<file path="config.mk">
export PLATFORM = sky130hd
export DESIGN_NAME = vec_rf_rd_seq_flat
export DESIGN_NICKNAME = d
export VERILOG_FILES = /design/src/rtl/vec_rf_rd_seq_if.sv /design/src/rtl/vec_rf_rd_seq.sv /design/src/flat_wrapper.sv
export SDC_FILE = /design/constraint.sdc
export NUM_CORES = 1
export LEC_CHECK = 0
export BUFFER_PORTS_ARGS = -buffer_cell sky130_fd_sc_hd__buf_2
export CAP_MARGIN = 20
export CORE_UTILIZATION = 53
export DETAILED_ROUTE_END_ITERATION = 16
export PLACE_DENSITY = 0.85
export SETUP_SLACK_MARGIN = 0.05
export SLEW_MARGIN = 40
export SYNTH_ARGS = -nofsm -noshare
export SYNTH_HDL_FRONTEND = slang
export SYNTH_SLANG_ARGS = --single-unit
</file>
<file path="constraint.sdc">
create_clock -name clk -period 9.6 [get_ports clk]
set_input_delay 0.48 -clock clk [delete_from_list [all_inputs] [get_ports clk]]
set_output_delay 0.48 -clock clk [all_outputs]
set_load 0.1 [all_outputs]
</file>
<file path="src/rtl/vec_rf_rd_seq_if.sv">
// Command, register-file read and packet-output bundle for the vector RF read sequencer.
// The slave modport is the sequencer side; master is the command issuer / RF / consumer side.
interface vec_rf_rd_seq_if #(
  parameter int ADDR_WIDTH = 5,
  parameter int DATA_WIDTH = 64,
  parameter int OFF_BITS   = 8
);
  logic                  cmd_valid;
  logic                  cmd_ready;
  logic [ADDR_WIDTH-1:0] cmd_vs1;
  logic [ADDR_WIDTH-1:0] cmd_vs2;
  logic                  cmd_use2;
  logic [OFF_BITS:0]     cmd_npkt;

  logic                  rd_en_1;
  logic                  rd_en_2;
  logic [ADDR_WIDTH-1:0] rd_addr_1;
  logic [ADDR_WIDTH-1:0] rd_addr_2;
  logic [OFF_BITS-1:0]   rd_off_1;
  logic [OFF_BITS-1:0]   rd_off_2;
  logic [DATA_WIDTH-1:0] rd_data_1;
  logic [DATA_WIDTH-1:0] rd_data_2;

  logic                  out_valid;
  logic                  out_ready;
  logic [DATA_WIDTH-1:0] out_data_1;
  logic [DATA_WIDTH-1:0] out_data_2;
  logic                  out_last;

  logic                  busy;
  logic                  done;

  modport slave (
    input  cmd_valid, cmd_vs1, cmd_vs2, cmd_use2, cmd_npkt,
    input  rd_data_1, rd_data_2, out_ready,
    output cmd_ready, rd_en_1, rd_en_2, rd_addr_1, rd_addr_2, rd_off_1, rd_off_2,
    output out_valid, out_data_1, out_data_2, out_last, busy, done
  );

  modport master (
    output cmd_valid, cmd_vs1, cmd_vs2, cmd_use2, cmd_npkt,
    output rd_data_1, rd_data_2, out_ready,
    input  cmd_ready, rd_en_1, rd_en_2, rd_addr_1, rd_addr_2, rd_off_1, rd_off_2,
    input  out_valid, out_data_1, out_data_2, out_last, busy, done
  );
endinterface

</file>
<file path="src/rtl/vec_rf_rd_seq.sv">
// Streams npkt packet pairs out of one or two vector registers through a 2-entry output FIFO,
// issuing register-file reads only when the FIFO is guaranteed room for the returning data.
module vec_rf_rd_seq #(
  parameter int ADDR_WIDTH   = 5,
  parameter int DATA_WIDTH   = 64,
  parameter int OFF_BITS     = 8,
  parameter int PACK_PER_REG = 256
) (
  input  logic                  clk,
  input  logic                  rst_n,
  vec_rf_rd_seq_if.slave        bus
);

  localparam logic [OFF_BITS:0] LP_MAX = (OFF_BITS+1)'(PACK_PER_REG);
  localparam logic [OFF_BITS:0] LP_ONE = (OFF_BITS+1)'(1);

  typedef enum logic [1:0] {S_IDLE, S_ISSUE, S_DRAIN} state_t;

  state_t                r_state;
  state_t                w_state_nxt;
  logic                  r_rdy;
  logic [ADDR_WIDTH-1:0] r_vs1;
  logic [ADDR_WIDTH-1:0] r_vs2;
  logic                  r_use2;
  logic [OFF_BITS:0]     r_npkt;
  logic [OFF_BITS:0]     r_cnt;
  logic                  r_inflight;
  logic                  r_infl_last;
  logic                  r_done;

  logic [DATA_WIDTH-1:0] r_fifo_d1 [2];
  logic [DATA_WIDTH-1:0] r_fifo_d2 [2];
  logic [1:0]            r_fifo_last;
  logic                  r_wptr;
  logic                  r_rptr;
  logic [1:0]            r_count;

  logic                  w_cmd_ready;
  logic                  w_accept;
  logic [OFF_BITS:0]     w_npkt;
  logic                  w_out_valid;
  logic                  w_pop;
  logic                  w_push;
  logic [2:0]            w_occ;
  logic                  w_issue;
  logic                  w_issue_last;
  logic                  w_pop_last;

  assign w_cmd_ready  = r_rdy && (r_state == S_IDLE);
  assign w_accept     = bus.cmd_valid && w_cmd_ready;
  assign w_npkt       = (bus.cmd_npkt > LP_MAX) ? LP_MAX : bus.cmd_npkt;
  assign w_out_valid  = (r_count != 2'd0);
  assign w_pop        = w_out_valid && bus.out_ready;
  assign w_push       = r_inflight;
  // Occupancy the FIFO will have once the in-flight read lands and this cycle's pop retires.
  assign w_occ        = {1'b0, r_count} + {2'b00, r_inflight} - {2'b00, w_pop};
  assign w_issue      = (r_state == S_ISSUE) && (w_occ < 3'd2);
  assign w_issue_last = w_issue && (r_cnt == (r_npkt - LP_ONE));
  assign w_pop_last   = w_pop && r_fifo_last[r_rptr];

  always_comb begin
    w_state_nxt = r_state;
    case (r_state)
      S_IDLE:  if (w_accept && (w_npkt != '0)) w_state_nxt = S_ISSUE;
      S_ISSUE: if (w_issue_last) w_state_nxt = S_DRAIN;
      S_DRAIN: if (w_pop_last) w_state_nxt = S_IDLE;
      default: w_state_nxt = S_IDLE;
    endcase
  end

  always_ff @(posedge clk or negedge rst_n) begin
    if (!rst_n) begin
      r_state     <= S_IDLE;
      r_rdy       <= 1'b0;
      r_vs1       <= '0;
      r_vs2       <= '0;
      r_use2      <= 1'b0;
      r_npkt      <= '0;
      r_cnt       <= '0;
      r_inflight  <= 1'b0;
      r_infl_last <= 1'b0;
      r_done      <= 1'b0;
      r_fifo_last <= '0;
      r_wptr      <= 1'b0;
      r_rptr      <= 1'b0;
      r_count     <= 2'd0;
    end else begin
      r_state     <= w_state_nxt;
      r_rdy       <= 1'b1;
      r_done      <= w_pop_last || (w_accept && (w_npkt == '0));
      r_inflight  <= w_issue;
      r_infl_last <= w_issue_last;
      if (w_accept) begin
        r_vs1  <= bus.cmd_vs1;
        r_vs2  <= bus.cmd_vs2;
        r_use2 <= bus.cmd_use2;
        r_npkt <= w_npkt;
        r_cnt  <= '0;
      end else if (w_issue) begin
        r_cnt <= r_cnt + LP_ONE;
      end
      if (w_push) begin
        r_fifo_last[r_wptr] <= r_infl_last;
        r_wptr              <= ~r_wptr;
      end
      if (w_pop) r_rptr <= ~r_rptr;
      case ({w_push, w_pop})
        2'b10:   r_count <= r_count + 2'd1;
        2'b01:   r_count <= r_count - 2'd1;
        default: r_count <= r_count;
      endcase
    end
  end

  // Packet payload is not reset; it is only ever observed through out_valid.
  always_ff @(posedge clk) begin
    if (w_push) begin
      r_fifo_d1[r_wptr] <= bus.rd_data_1;
      r_fifo_d2[r_wptr] <= r_use2 ? bus.rd_data_2 : '0;
    end
  end

  assign bus.cmd_ready  = w_cmd_ready;
  assign bus.busy       = (r_state != S_IDLE);
  assign bus.done       = r_done;

  assign bus.rd_en_1    = w_issue;
  assign bus.rd_addr_1  = w_issue ? r_vs1 : '0;
  assign bus.rd_off_1   = w_issue ? r_cnt[OFF_BITS-1:0] : '0;
  assign bus.rd_en_2    = w_issue && r_use2;
  assign bus.rd_addr_2  = (w_issue && r_use2) ? r_vs2 : '0;
  assign bus.rd_off_2   = (w_issue && r_use2) ? r_cnt[OFF_BITS-1:0] : '0;

  assign bus.out_valid  = w_out_valid;
  assign bus.out_data_1 = w_out_valid ? r_fifo_d1[r_rptr] : '0;
  assign bus.out_data_2 = w_out_valid ? r_fifo_d2[r_rptr] : '0;
  assign bus.out_last   = w_out_valid && r_fifo_last[r_rptr];

endmodule

</file>
<file path="src/flat_wrapper.sv">
// flat-port wrapper written by rule: the top's interface ports become plain ports
module vec_rf_rd_seq_flat 
#(
  parameter int ADDR_WIDTH   = 5,
  parameter int DATA_WIDTH   = 64,
  parameter int OFF_BITS     = 8,
  parameter int PACK_PER_REG = 256
)
  (clk, rst_n, bus_cmd_valid, bus_cmd_vs1, bus_cmd_vs2, bus_cmd_use2, bus_cmd_npkt, bus_rd_data_1, bus_rd_data_2, bus_out_ready, bus_cmd_ready, bus_rd_en_1, bus_rd_en_2, bus_rd_addr_1, bus_rd_addr_2, bus_rd_off_1, bus_rd_off_2, bus_out_valid, bus_out_data_1, bus_out_data_2, bus_out_last, bus_busy, bus_done);
  vec_rf_rd_seq_if #(.ADDR_WIDTH(ADDR_WIDTH), .DATA_WIDTH(DATA_WIDTH), .OFF_BITS(OFF_BITS)) bus_i ();
  input  logic clk;
  input  logic rst_n;
  input wire logic [$bits(bus_i.cmd_valid)-1:0] bus_cmd_valid;
  input wire logic [$bits(bus_i.cmd_vs1)-1:0] bus_cmd_vs1;
  input wire logic [$bits(bus_i.cmd_vs2)-1:0] bus_cmd_vs2;
  input wire logic [$bits(bus_i.cmd_use2)-1:0] bus_cmd_use2;
  input wire logic [$bits(bus_i.cmd_npkt)-1:0] bus_cmd_npkt;
  input wire logic [$bits(bus_i.rd_data_1)-1:0] bus_rd_data_1;
  input wire logic [$bits(bus_i.rd_data_2)-1:0] bus_rd_data_2;
  input wire logic [$bits(bus_i.out_ready)-1:0] bus_out_ready;
  output wire logic [$bits(bus_i.cmd_ready)-1:0] bus_cmd_ready;
  output wire logic [$bits(bus_i.rd_en_1)-1:0] bus_rd_en_1;
  output wire logic [$bits(bus_i.rd_en_2)-1:0] bus_rd_en_2;
  output wire logic [$bits(bus_i.rd_addr_1)-1:0] bus_rd_addr_1;
  output wire logic [$bits(bus_i.rd_addr_2)-1:0] bus_rd_addr_2;
  output wire logic [$bits(bus_i.rd_off_1)-1:0] bus_rd_off_1;
  output wire logic [$bits(bus_i.rd_off_2)-1:0] bus_rd_off_2;
  output wire logic [$bits(bus_i.out_valid)-1:0] bus_out_valid;
  output wire logic [$bits(bus_i.out_data_1)-1:0] bus_out_data_1;
  output wire logic [$bits(bus_i.out_data_2)-1:0] bus_out_data_2;
  output wire logic [$bits(bus_i.out_last)-1:0] bus_out_last;
  output wire logic [$bits(bus_i.busy)-1:0] bus_busy;
  output wire logic [$bits(bus_i.done)-1:0] bus_done;
  assign bus_i.cmd_valid = bus_cmd_valid;
  assign bus_i.cmd_vs1 = bus_cmd_vs1;
  assign bus_i.cmd_vs2 = bus_cmd_vs2;
  assign bus_i.cmd_use2 = bus_cmd_use2;
  assign bus_i.cmd_npkt = bus_cmd_npkt;
  assign bus_i.rd_data_1 = bus_rd_data_1;
  assign bus_i.rd_data_2 = bus_rd_data_2;
  assign bus_i.out_ready = bus_out_ready;
  assign bus_cmd_ready = bus_i.cmd_ready;
  assign bus_rd_en_1 = bus_i.rd_en_1;
  assign bus_rd_en_2 = bus_i.rd_en_2;
  assign bus_rd_addr_1 = bus_i.rd_addr_1;
  assign bus_rd_addr_2 = bus_i.rd_addr_2;
  assign bus_rd_off_1 = bus_i.rd_off_1;
  assign bus_rd_off_2 = bus_i.rd_off_2;
  assign bus_out_valid = bus_i.out_valid;
  assign bus_out_data_1 = bus_i.out_data_1;
  assign bus_out_data_2 = bus_i.out_data_2;
  assign bus_out_last = bus_i.out_last;
  assign bus_busy = bus_i.busy;
  assign bus_done = bus_i.done;
  vec_rf_rd_seq #(.ADDR_WIDTH(ADDR_WIDTH), .DATA_WIDTH(DATA_WIDTH), .OFF_BITS(OFF_BITS), .PACK_PER_REG(PACK_PER_REG)) u_core (.clk(clk), .rst_n(rst_n), .bus(bus_i));
endmodule
</file>
# After elaboration in Yosys (flattened, before gate mapping)
# Memories as Yosys holds them, arrays and structs flattened.
# Cells that the tools add are included.
# totals
regBits,41
latch_bits,0
mem_bits_rw,256
rom_bits,0
in_bits,152
out_inout_bits,161
word_cells,79
mem_count,2
# mem_list
name,depth,word_bits,rd,rd_ports_with_merged_regs,write_ports,line,rtl
u_core.r_fifo_d1,2,64,1,0,1,vec_rf_rd_seq.sv:31,logic [DATA_WIDTH-1:0] r_fifo_d1 [2];
u_core.r_fifo_d2,2,64,1,0,1,vec_rf_rd_seq.sv:32,logic [DATA_WIDTH-1:0] r_fifo_d2 [2];
# op_classes
add_sub_neg,6
multipliers,0
n_div,0
n_lt_le_gt_ge,5
n_eq_ne,8
shifts,0
mux,22
bitwise,2
n_reduce_logical,20
# ops
operator,n
64-bit 2-to-1 mux,3
9-bit 2-to-1 mux,3
8-bit 2-to-1 mux,2
1-bit logical AND,11
5-bit 2-to-1 mux,2
"9-bit by 1-bit adder with 9-bit output, second input constant",1
9-bit == test,1
"9-bit > comparator, second input constant",1
9-bit zero test,1
9-bit nonzero test,1
"9-bit by 1-bit subtractor with 9-bit output, second input constant",1
2-bit nonzero test,4
2-bit 2-to-1 mux,3
2-bit case mux with 3 select lines,1
1-bit 2-to-1 mux,5
"2-bit by 1-bit == test with 1-bit output, second input constant",2
"2-bit == test, second input constant",2
"1-bit by 2-bit < comparator with 1-bit output, second input constant",2
"2-bit by 1-bit != test with 1-bit output, second input constant",2
2-bit case mux with 2 select lines,1
2-bit by 1-bit adder with 3-bit output,1
"3-bit by 2-bit < comparator with 1-bit output, second input constant",1
3-bit AND reduction,1
3-bit by 1-bit subtractor with 3-bit output,1
other kinds (9),10

# Longest topological paths before layout
# Gate-level depths: netlist of run 1.
# logic_depth
ltp_word,8
mapped_depth,12
mapped_depth_nobuf,11

# Worst setup path before layout of run 1
# Ideal clock, no wire load.
# synth_timing
path_kind,register -> register
startpoint,reg u_core.r_inflight
endpoint,reg u_core.r_fifo_last[0]
setup_time_ns,0.092
t_arrival_ns,6.623
t_required_ns,9.508
setup_slack_ns,2.885
stages_incl_launch_ff,4
n_path_buf,0
period_less_slack_ns,6.715
path_cell_list,dfrtp_1 > inv_1 > nor2_1 > mux2_2
# synth_rtl
element,line,rtl
start: declaration,vec_rf_rd_seq.sv:27,logic r_inflight;
start signal: assignment,vec_rf_rd_seq.sv:91,r_inflight <= w_issue;
end signal: indexed assignment,vec_rf_rd_seq.sv:103,r_fifo_last[r_wptr] <= r_infl_last;
end: declaration,vec_rf_rd_seq.sv:33,logic [1:0] r_fifo_last;

# Final worst setup path of run 1
# layout_timing
startpoint,reg u_core.r_count[0]
endpoint,out bus_rd_off_2[1]
# layout_via
elab_chain_cells,7
word_cells_on_any_way,8
cone_classes,add/sub (2); order compare (1); mux (1); reduce/logical (4)
# layout_rtl
element,line,rtl
start: declaration,vec_rf_rd_seq.sv:36,logic [1:0] r_count;
start signal: assignment,vec_rf_rd_seq.sv:108,2'b10: r_count <= r_count + 2'd1;
start signal: assignment,vec_rf_rd_seq.sv:109,2'b01: r_count <= r_count - 2'd1;
start signal: assignment,vec_rf_rd_seq.sv:110,default: r_count <= r_count;
2-bit nonzero test,vec_rf_rd_seq.sv:52,assign w_out_valid = (r_count != 2'd0);
1-bit logical AND,vec_rf_rd_seq.sv:53,assign w_pop = w_out_valid && bus.out_ready;
net u_core.w_pop,vec_rf_rd_seq.sv:42,logic w_pop;
3-bit by 1-bit subtractor with 3-bit output,vec_rf_rd_seq.sv:56,"assign w_occ = {1'b0, r_count} + {2'b00, r_inflight} - {2'b00, w_pop};"
3-bit by 2-bit < comparator with 1-bit output,vec_rf_rd_seq.sv:57,assign w_issue = (r_state == S_ISSUE) && (w_occ < 3'd2);
1-bit logical AND,vec_rf_rd_seq.sv:57,
1-bit logical AND,vec_rf_rd_seq.sv:132,assign bus.rd_off_2 = (w_issue && r_use2) ? r_cnt[OFF_BITS-1:0] : '0;
8-bit 2-to-1 mux,vec_rf_rd_seq.sv:132,
end: declaration,flat_wrapper.sv:27,output wire logic [$bits(bus_i.rd_off_2)-1:0] bus_rd_off_2;
# The timed path passes the listed nets, and every way through them passes these cells.

==> results of run 1 <==
## per-layer routing
metal / vias to the layer above / global-route usage (%) / share of wire [%]
li1: 3670 / - / -
met3: 62 / 5.52 / 8.0
met1: 3758 / 25.5 / 37
met5: - / 0 / 0.049
met2: 315 / 40.1 / 52
met4: 2 / 8.44 / 3.2
## cell type report
class	count	area, um^2	area share (%)
flip-flops and latches	297	8720	57.5
multi-input cells	508	3360	22.2
repair buffers	323	1680	11.1
clock buffers	37	798	5.27
well taps	285	357	2.35
clock inverters	18	218	1.44
inverters	6	22.5	0.149
diodes	5	12.5	0.0825
## state kept, by name, indices dropped and copies added, names as in the netlist
| signal | count |
|---|---|
| u_core.r_fifo_d1 | 128 |
| u_core.r_fifo_d2 | 128 |
| u_core.r_cnt | 9 |
| u_core.r_npkt | 9 |
| u_core.r_vs1 | 5 |
| u_core.r_vs2 | 5 |
| u_core.r_count | 2 |
| u_core.r_fifo_last | 2 |
| u_core.r_state | 2 |
| u_core.bus.done | 1 |
| u_core.r_infl_last | 1 |
| u_core.r_inflight | 1 |
| u_core.r_rdy | 1 |
| u_core.r_rptr | 1 |
| u_core.r_use2 | 1 |
| u_core.r_wptr | 1 |
## kinds of logic after synthesis
logic type / synth area share [%]
multiplexers: 10.8
flip-flops: 70.9
other: 0.0305
AND/OR/NAND/NOR: 13.2
AO/OA/AOI/OAI: 0.917
adder cells (fa/ha/maj): 0.570
XOR/XNOR: 1.64
buffers and inverters: 1.91
## synth_stat cells, drive strengths merged (3+ instances only)
cell	instances	area share, %
inv	6	0.18
nor3	3	0.12
buf	16	0.69
and3	17	0.88
clkbuf	34	1.0
nand4	7	0.41
ha	4	0.41
a21oi	4	0.16
edfxtp	256	63
xnor2	12	0.86
mux2	3	0.27
nor3b	3	0.22
and2	83	4.2
nand3b	10	0.61
nor2	141	4.3
o21ai	6	0.24
dfrtp	41	8.4
nand2	55	1.7
xor2	11	0.78
mux2i	129	11
## per-stage QoR
step / cells / setup WS (ps)
floorplan: 861 / 2880
global placement: 1417 / 6120
detailed placement: 1418 / 5980
CTS: 1474 / 5400
global route: 1478 / 5230
finish: 1479 / 5430
## worst paths after layout
check / from / endpoint / slack (ps) / cells after the start
setup / recovery: u_core.r_count[0] / bus_rd_off_2[1] / 5430 / 11
hold / removal: bus_rd_data_1[36] / u_core.r_fifo_d1[0][36] / 130 / 1
setup reg to reg: u_core.r_count[0] / u_core.r_cnt[5] / 6260 / 12
hold reg to reg: u_core.r_vs2[0] / u_core.r_vs2[0] / 480 / 2
max in group asynchronous: rst_n / u_core.r_rptr / 8720 / 2
min in group asynchronous: rst_n / u_core.r_vs2[4] / 470 / 2
## critical path, cell delays in order, from the launching register on
cell and delay, ps:
dfrtp_1 450, nor2_4 140, inv_1 60, and2_1 220, ha_1 360, nand2b_1 180
fa_1 520, nand3b_1 140, nor2b_2 140, buf_4 290, and3_2 220, buf_2 420
==> metrics.md, run 1 <==
| Metric | Value |
|---|---|
| First-pass GRT wire length | `41.0 mm` |
| # H-tree levels | `1` |
| Final setup viols | `0` |
| Unrepaired setup endpoints after global routing | `false` |
| Final Slew Violations | `0` |
| Die X | `154 um` |
| Layout cells sized above 1 | `32.0%` |
| Routed Antenna Nets | `0` |
| Number of buffers created by CTS | `30` |
| GR Overflow Total | `0` |
| Number of max-cap violations | `0` |
| Clock Latency Late Sink | `540 ps` |
| CTS max path bufs | `3` |
| Violation count after the first detailed-route iteration | `557` |
| Final period util | `43.4%` |
| Antenna violations before repair | `7` |
| Placed Instance Area | `0.0141 mm^2` |
| Commonest non-fill, non-tap cell in the layout | `buf_2` |
| Post-CTS Setup Bufs | `0` |
| HP Class | `input pin to flip-flop` |
| IO Pins | `313` |
| Final TNS setup | `0 ps` |
| Register area share after synthesis | `70.9%` |
| Crit. End Element | `output pin` |
| Fill count | `1565` |
| Placer Congestion | `0.839` |
| Core area | `0.0227 mm^2` |
| DR vias | `7807` |
| Hold Violations, Final | `0` |
| Detailed-router iteration count before antenna repair | `5` |
| Skew final | `6.29 ps` |
| Critical path arrival | `3690 ps` |
| Die Height | `154 um` |
| Netlist Area Pre-Place | `0.0123 mm^2` |
| Dpl hpwl | `17.3 mm` |
| Fmax | `240 MHz` |
| Classification of the worst setup path | `flip-flop to output pin` |
| Site row count | `55` |
| Synth cell types | `42` |
| Total global-route track usage | `22.2%` |
| Root Buffer | `clkbuf_16` |
| IO buf count | `312` |
| Hold WS | `131 ps` |
| Status | `completed` |
| Post-synth top flop | `edfxtp_1` |
| Die ar. | `0.0238 mm^2` |
| Syn Nets | `1018` |
| Critical Path Fanout Max | `35` |
| CTS clock-pin slew for the worst setup and hold paths | `60 ps` |
| Yosys reg bits | `297` |
| Finished Core Util | `66.8%` |
| WL final | `26.7 mm` |
| Crit path time final | `4170 ps` |
| Area growth syn-to-layout | `23.4%` |
| Number of global-route vias before repair | `7831` |
| Rel. slew slack | `46.6%` |
| Remaining DRCs | `0` |
| Fin nets | `1323` |
| Syn. warnings | `0` |
| Post-CTS sizing | `0` |
| Clock sink total | `297` |
| CTS tree | `yes` |
| Most frequent cells in the layout | `311 x buf_2, 256 x edfxtp_1, 139 x nor2_1, 129 x mux2i_1, 81 x and2_1` |
| Slew @ Worst Pin | `801 ps` |
| Synth async-reset ratio | `13.8%` |
| WL/cell | `18.1 um` |
| Number of synthesized flops with an enable pin | `256` |
| Mapped Cells | `861` |
| Finished Cell Area | `0.0152 mm^2` |
| Startpoint Class | `flip-flop` |
| Via/cell ratio | `5.28` |
| Synth Area per Inst | `14.3 um^2` |
| Largest net degree at the start of global routing | `72` |
| Worst Path Required | `9120 ps` |
| # hold bufs at CTS | `1` |
| Initial core utilization | `54.1%` |
Power of run 1 is left out: the tool's default activity adds up to more than one toggle a clock period on the data nets, which glitch-free logic cannot reach.
==> run 2, diff against run 1 <==
--- a/config.mk
+++ b/config.mk
@@ -7,9 +7,9 @@
 export LEC_CHECK = 0
 export BUFFER_PORTS_ARGS = -buffer_cell sky130_fd_sc_hd__buf_2
 export CAP_MARGIN = 20
-export CORE_UTILIZATION = 53
+export CORE_UTILIZATION = 48
 export DETAILED_ROUTE_END_ITERATION = 16
-export PLACE_DENSITY = 0.85
+export PLACE_DENSITY = 0.81
 export SETUP_SLACK_MARGIN = 0.05
 export SLEW_MARGIN = 40
 export SYNTH_ARGS = -nofsm -noshare
==> constraint.sdc (replaced) <==
create_clock -name clk -period 3.4 [get_ports clk]
set_input_delay 0.17 -clock clk [delete_from_list [all_inputs] [get_ports clk]]
set_output_delay 0.17 -clock clk [all_outputs]
set_load 0.1 [all_outputs]
==> metrics.md, run 2 (same netlist as run 1, synthesis figures left out) <==
| Metric | Value |
|---|---|
| Commonest non-fill, non-tap cell in the layout | `buf_2` |
| Final setup viols | `0` |
| Number of global-route vias before repair | `8932` |
| GR Overflow Total | `0` |
| # H-tree levels | `1` |
| Die ar. | `0.0262 mm^2` |
| Biggest regs | `u_core.r_fifo_d1 (128), u_core.r_fifo_d2 (128)` |
| Final Slew Violations | `0` |
| Via/cell ratio | `5.08` |
| Pre-CTS setup slack | `346 ps` |
| Fill count | `1611` |
| Rel. slew slack | `46.4%` |
| Fin nets | `1495` |
| Clock Latency Late Sink | `540 ps` |
| Routed Antenna Nets | `0` |
| CTS clock-pin slew for the worst setup and hold paths | `60 ps` |
| Initial core utilization | `48.9%` |
| Final TNS setup | `0 ps` |
| Placer Congestion | `0.813` |
| IO buf count | `312` |
| Critical Path Fanout Max | `8` |
| Worst Path Required | `3230 ps` |
| CTS tree | `yes` |
| Clock sink total | `297` |
| Most frequent cells in the layout | `283 x buf_2, 256 x edfxtp_1, 154 x dlygate4sd3_1, 139 x nor2_1, 129 x mux2i_1` |
| Classification of the worst setup path | `flip-flop to output pin` |
| Hold Violations, Final | `0` |
| Hold WS | `160 ps` |
| WL/cell | `18.8 um` |
| Unrepaired setup endpoints after global routing | `true` |
| Crit path time final | `3340 ps` |
| WL final | `31.8 mm` |
| Slew @ Worst Pin | `804 ps` |
| Remaining DRCs | `0` |
| Worst setup margin | `55.3 ps` |
| Critical path arrival | `3170 ps` |
| CTS max path bufs | `3` |
| Detailed-router iteration count before antenna repair | `5` |
| Skew final | `12.6 ps` |
| Area growth syn-to-layout | `41.2%` |
| DR vias | `8570` |
| Total global-route track usage | `23.5%` |
| Crit. End Element | `output pin` |
| Final period util | `98.4%` |
| Largest net degree at the start of global routing | `130` |
| Violation count after the first detailed-route iteration | `626` |
| HP Class | `input pin to asynchronous set/reset pin` |
| Layout cells sized above 1 | `31.6%` |
| Die X | `162 um` |
| Startpoint Class | `flip-flop` |
| Die Height | `162 um` |
| Root Buffer | `clkbuf_16` |
| Number of buffers created by CTS | `29` |
| IO Pins | `313` |
| First-pass GRT wire length | `47.8 mm` |
| Core area | `0.0251 mm^2` |
| Fmax | `299 MHz` |
| Status | `completed` |
| Dpl hpwl | `17.8 mm` |
| Number of diodes | `0` |
| Site row count | `58` |
| Number of max-cap violations | `0` |
| Finished Core Util | `69.1%` |
| Antenna violations before repair | `0` |
-- run 2: critical path: stages (launching register included) --
cell and delay [ps]:
dfrtp_2 420, nor2_4 140, clkinvlp_4 100, and2_4 160
ha_4 210, nand2b_4 140, fa_1 470, nand3b_1 140
nor2b_4 210, buf_12 140, buf_16 120, and3_4 200
buf_12 180
-- run 2: layout make-up --
class	instances	area [um^2]	area share [%]
clock buffer	32	737	4.25
clock inverter	19	95.1	0.548
inverter	6	26.3	0.151
multi-input combinational	508	3480	20.1
sequential	297	8720	50.3
tap	330	413	2.38
timing repair buffer	496	3880	22.3
-- run 2: timing repair --
action | in CTS | in global routing
pin swaps | 4 | 4
endpoints found under the hold margin | 318 | 0
endpoints found under the setup margin | 28 | 28
setup buffers | 9 | 6
gates cloned | 3 | 0
hold buffers | 154 | 0
gates resized for setup | 11 | 3
-- run 2: metal layers --
metal | vias up | track usage (%) | part of all wire, %
met4 | 0 | 5.96 | 1.9
met2 | 351 | 42.8 | 52
met5 | - | 0 | 0
met3 | 48 | 5.62 | 7.4
met1 | 4166 | 27.7 | 38
li1 | 4005 | - | -
-- run 2: through the flow --
stage / cells / area (um^2)
6_report: 1688 / 17400
4_1_cts: 1682 / 17300
3_5_place_dp: 1465 / 14700
5_1_grt: 1688 / 17400
2_1_floorplan: 861 / 12400
3_3_place_gp: 1465 / 14700
-- run 2: final timing paths --
path                       slack [ps]              start              end  cells after the start
setup / recovery                   60  u_core.r_count[1]  bus_rd_off_2[5]                     12
hold / removal                    160              rst_n  u_core.r_cnt[0]                      2
setup reg to reg                  350  u_core.r_count[1]  u_core.r_cnt[7]                     13
hold reg to reg                   490  u_core.r_inflight    u_core.r_wptr                      1
max in group asynchronous        2840              rst_n    u_core.r_rptr                      2
min in group clk                  320      bus_cmd_valid  u_core.r_cnt[4]                      3
Power of run 2 is left out for the same reason.
==> run 3, diff against run 2 <==
--- a/config.mk
+++ b/config.mk
@@ -7,9 +7,9 @@
 export LEC_CHECK = 0
 export BUFFER_PORTS_ARGS = -buffer_cell sky130_fd_sc_hd__buf_2
 export CAP_MARGIN = 20
-export CORE_UTILIZATION = 48
+export CORE_UTILIZATION = 57
 export DETAILED_ROUTE_END_ITERATION = 16
-export PLACE_DENSITY = 0.81
+export PLACE_DENSITY = 0.9
 export SETUP_SLACK_MARGIN = 0.05
 export SLEW_MARGIN = 40
 export SYNTH_ARGS = -nofsm -noshare
==> constraint.sdc (replaced) <==
create_clock -name clk -period 4 [get_ports clk]
set_input_delay 0.2 -clock clk [delete_from_list [all_inputs] [get_ports clk]]
set_output_delay 0.2 -clock clk [all_outputs]
set_load 0.1 [all_outputs]
==> metrics.md, run 3 (same netlist as run 1, synthesis figures left out) <==
| Metric | Value |
|---|---|
| Crit. End Element | `output pin` |
| Crit path time final | `3680 ps` |
| Unrepaired setup endpoints after global routing | `false` |
| Critical path arrival | `3480 ps` |
| Largest net degree at the start of global routing | `130` |
| Initial core utilization | `58.3%` |
| Placed Instance Area | `0.0146 mm^2` |
| HP Class | `input pin to flip-flop` |
| Detailed-router iteration count before antenna repair | `5` |
| Antenna violations before repair | `3` |
| IO buf count | `312` |
| DR vias | `8999` |
| WL/cell | `22.1 um` |
| Number of buffers created by CTS | `29` |
| Via/cell ratio | `5.57` |
| Routed Antenna Nets | `0` |
| Classification of the worst setup path | `flip-flop to output pin` |
| Critical Path Fanout Max | `29` |
| CTS clock-pin slew for the worst setup and hold paths | `60 ps` |
| Most frequent cells in the layout | `283 x buf_2, 256 x edfxtp_1, 148 x dlygate4sd3_1, 139 x nor2_1, 129 x mux2i_1` |
| Remaining DRCs | `0` |
| Clock Latency Late Sink | `540 ps` |
| Dpl hpwl | `19.0 mm` |
| Root Buffer | `clkbuf_16` |
| WL final | `35.7 mm` |
| Rel. slew slack | `43.4%` |
| Die ar. | `0.0221 mm^2` |
| Number of max-cap violations | `0` |
| Biggest regs | `u_core.r_fifo_d1 (128), u_core.r_fifo_d2 (128)` |
| Total global-route track usage | `30.9%` |
| Final setup viols | `0` |
| Status | `completed` |
| Slew @ Worst Pin | `849 ps` |
| Hold Violations, Final | `0` |
| Clock sink total | `297` |
| CTS tree | `yes` |
| Area growth syn-to-layout | `38.6%` |
| Violation count after the first detailed-route iteration | `635` |
| IO Pins | `313` |
| Layout cells sized above 1 | `29.6%` |
| Die Height | `149 um` |
| Placer Congestion | `0.828` |
| Fin nets | `1473` |
| Cell chain of the critical path | `nor2_4 > inv_1 > and2_1 > ha_1 > nand2b_1 > fa_1 > nand3b_1 > nor2b_4 > buf_6 > and3_2 > buf_12` |
| Startpoint Class | `flip-flop` |
| CTS max path bufs | `3` |
| GR Overflow Total | `0` |
| Site row count | `53` |
| Core area | `0.0211 mm^2` |
| Slowest cell delay on critical path | `510 ps` |
| Number of global-route vias before repair | `9327` |
| # H-tree levels | `1` |
| Critical path's slowest cell | `fa_1` |
| Fmax | `272 MHz` |
| Die X | `149 um` |
| Final period util | `92.0%` |
| First-pass GRT wire length | `51.0 mm` |
| Skew final | `17.4 ps` |
| Worst Path Required | `3800 ps` |
| Finished Cell Area | `0.0170 mm^2` |
| Final Slew Violations | `0` |
| Commonest non-fill, non-tap cell in the layout | `buf_2` |
## run 3: changes by cell type in the layout (fill, tap and decap cells not counted), moves of 5 or more
cell / previous run / this run
and3_2: 1 / 9
and3_1: 3 / 8
clkbuf_1: 3 / 9
and2_2: 1 / 9
dlygate4sd3_1: 154 / 148
and3_4: 13 / 0
and2_4: 15 / 2
clkinv_2: 8 / 2
buf_4: 22 / 11
and2_1: 67 / 72
## run 3: layout make-up
cell class / instances / area, um^2
Antenna cell: 3 / 7.51
Tap cell: 275 / 344
Multi-Input combinational cell: 508 / 3380
Timing Repair Buffer: 474 / 3610
Fill cell: 1026 / 4070
Sequential cell: 297 / 8720
Clock buffer: 38 / 759
Inverter: 6 / 22.5
Clock inverter: 14 / 174
## run 3: routing by layer
layer / wire length (um) / global-route usage [%] / part of all wire, % / vias to the layer above
met5: 0 / 0 / 0 / -
met4: 1860 / 15.7 / 5.2 / 0
met3: 2860 / 6.39 / 8.0 / 129
met2: 18600 / 56.7 / 52 / 533
met1: 12400 / 33.8 / 35 / 4375
li1: - / - / - / 3962
## run 3: timing repair
item,CTS,global route
setup endpoints to repair,14,27
hold buffers,148,0
resized for setup,1,1
endpoints found under the hold margin,311,0
setup buffers,0,1
## run 3: through the flow
step	setup slack (ps)	setup TNS (ps)	hold slack, ps	cells	util (%)
after CTS	114	0	0.727	1611	80.6
after global routing	140	0	17.6	1614	80.7
after floorplan	-15.5	-124	-95.6	861	-
after detailed placement	608	0	207	1411	69.2
after global placement	720	0	361	1411	69.1
final	319	0	21.7	1615	80.7
## run 3: path summary, 6_finish.rpt
kind	depth (start not counted)	from	to	slack, ps
setup / recovery	11	u_core.r_count[0]	bus_rd_off_2[5]	320
hold / removal	2	bus_rd_data_2[56]	u_core.r_fifo_d2[1][56]	20
setup reg to reg	12	u_core.r_count[0]	u_core.r_cnt[5]	750
hold reg to reg	2	u_core.r_vs2[1]	u_core.r_vs2[1]	480
max in group asynchronous	2	rst_n	u_core.r_rptr	3410
min in group asynchronous	2	rst_n	u_core.r_npkt[0]	200
## run 3: worst max-delay path, delay by kind of cell (launching register included)
kind                       cells  cell delay (ps)
adders and majority gates      2              860
buffers and inverters          3              470
DFF                            1              450
and+or+nand+nor                6             1150
Power of run 3 is left out for the same reason.
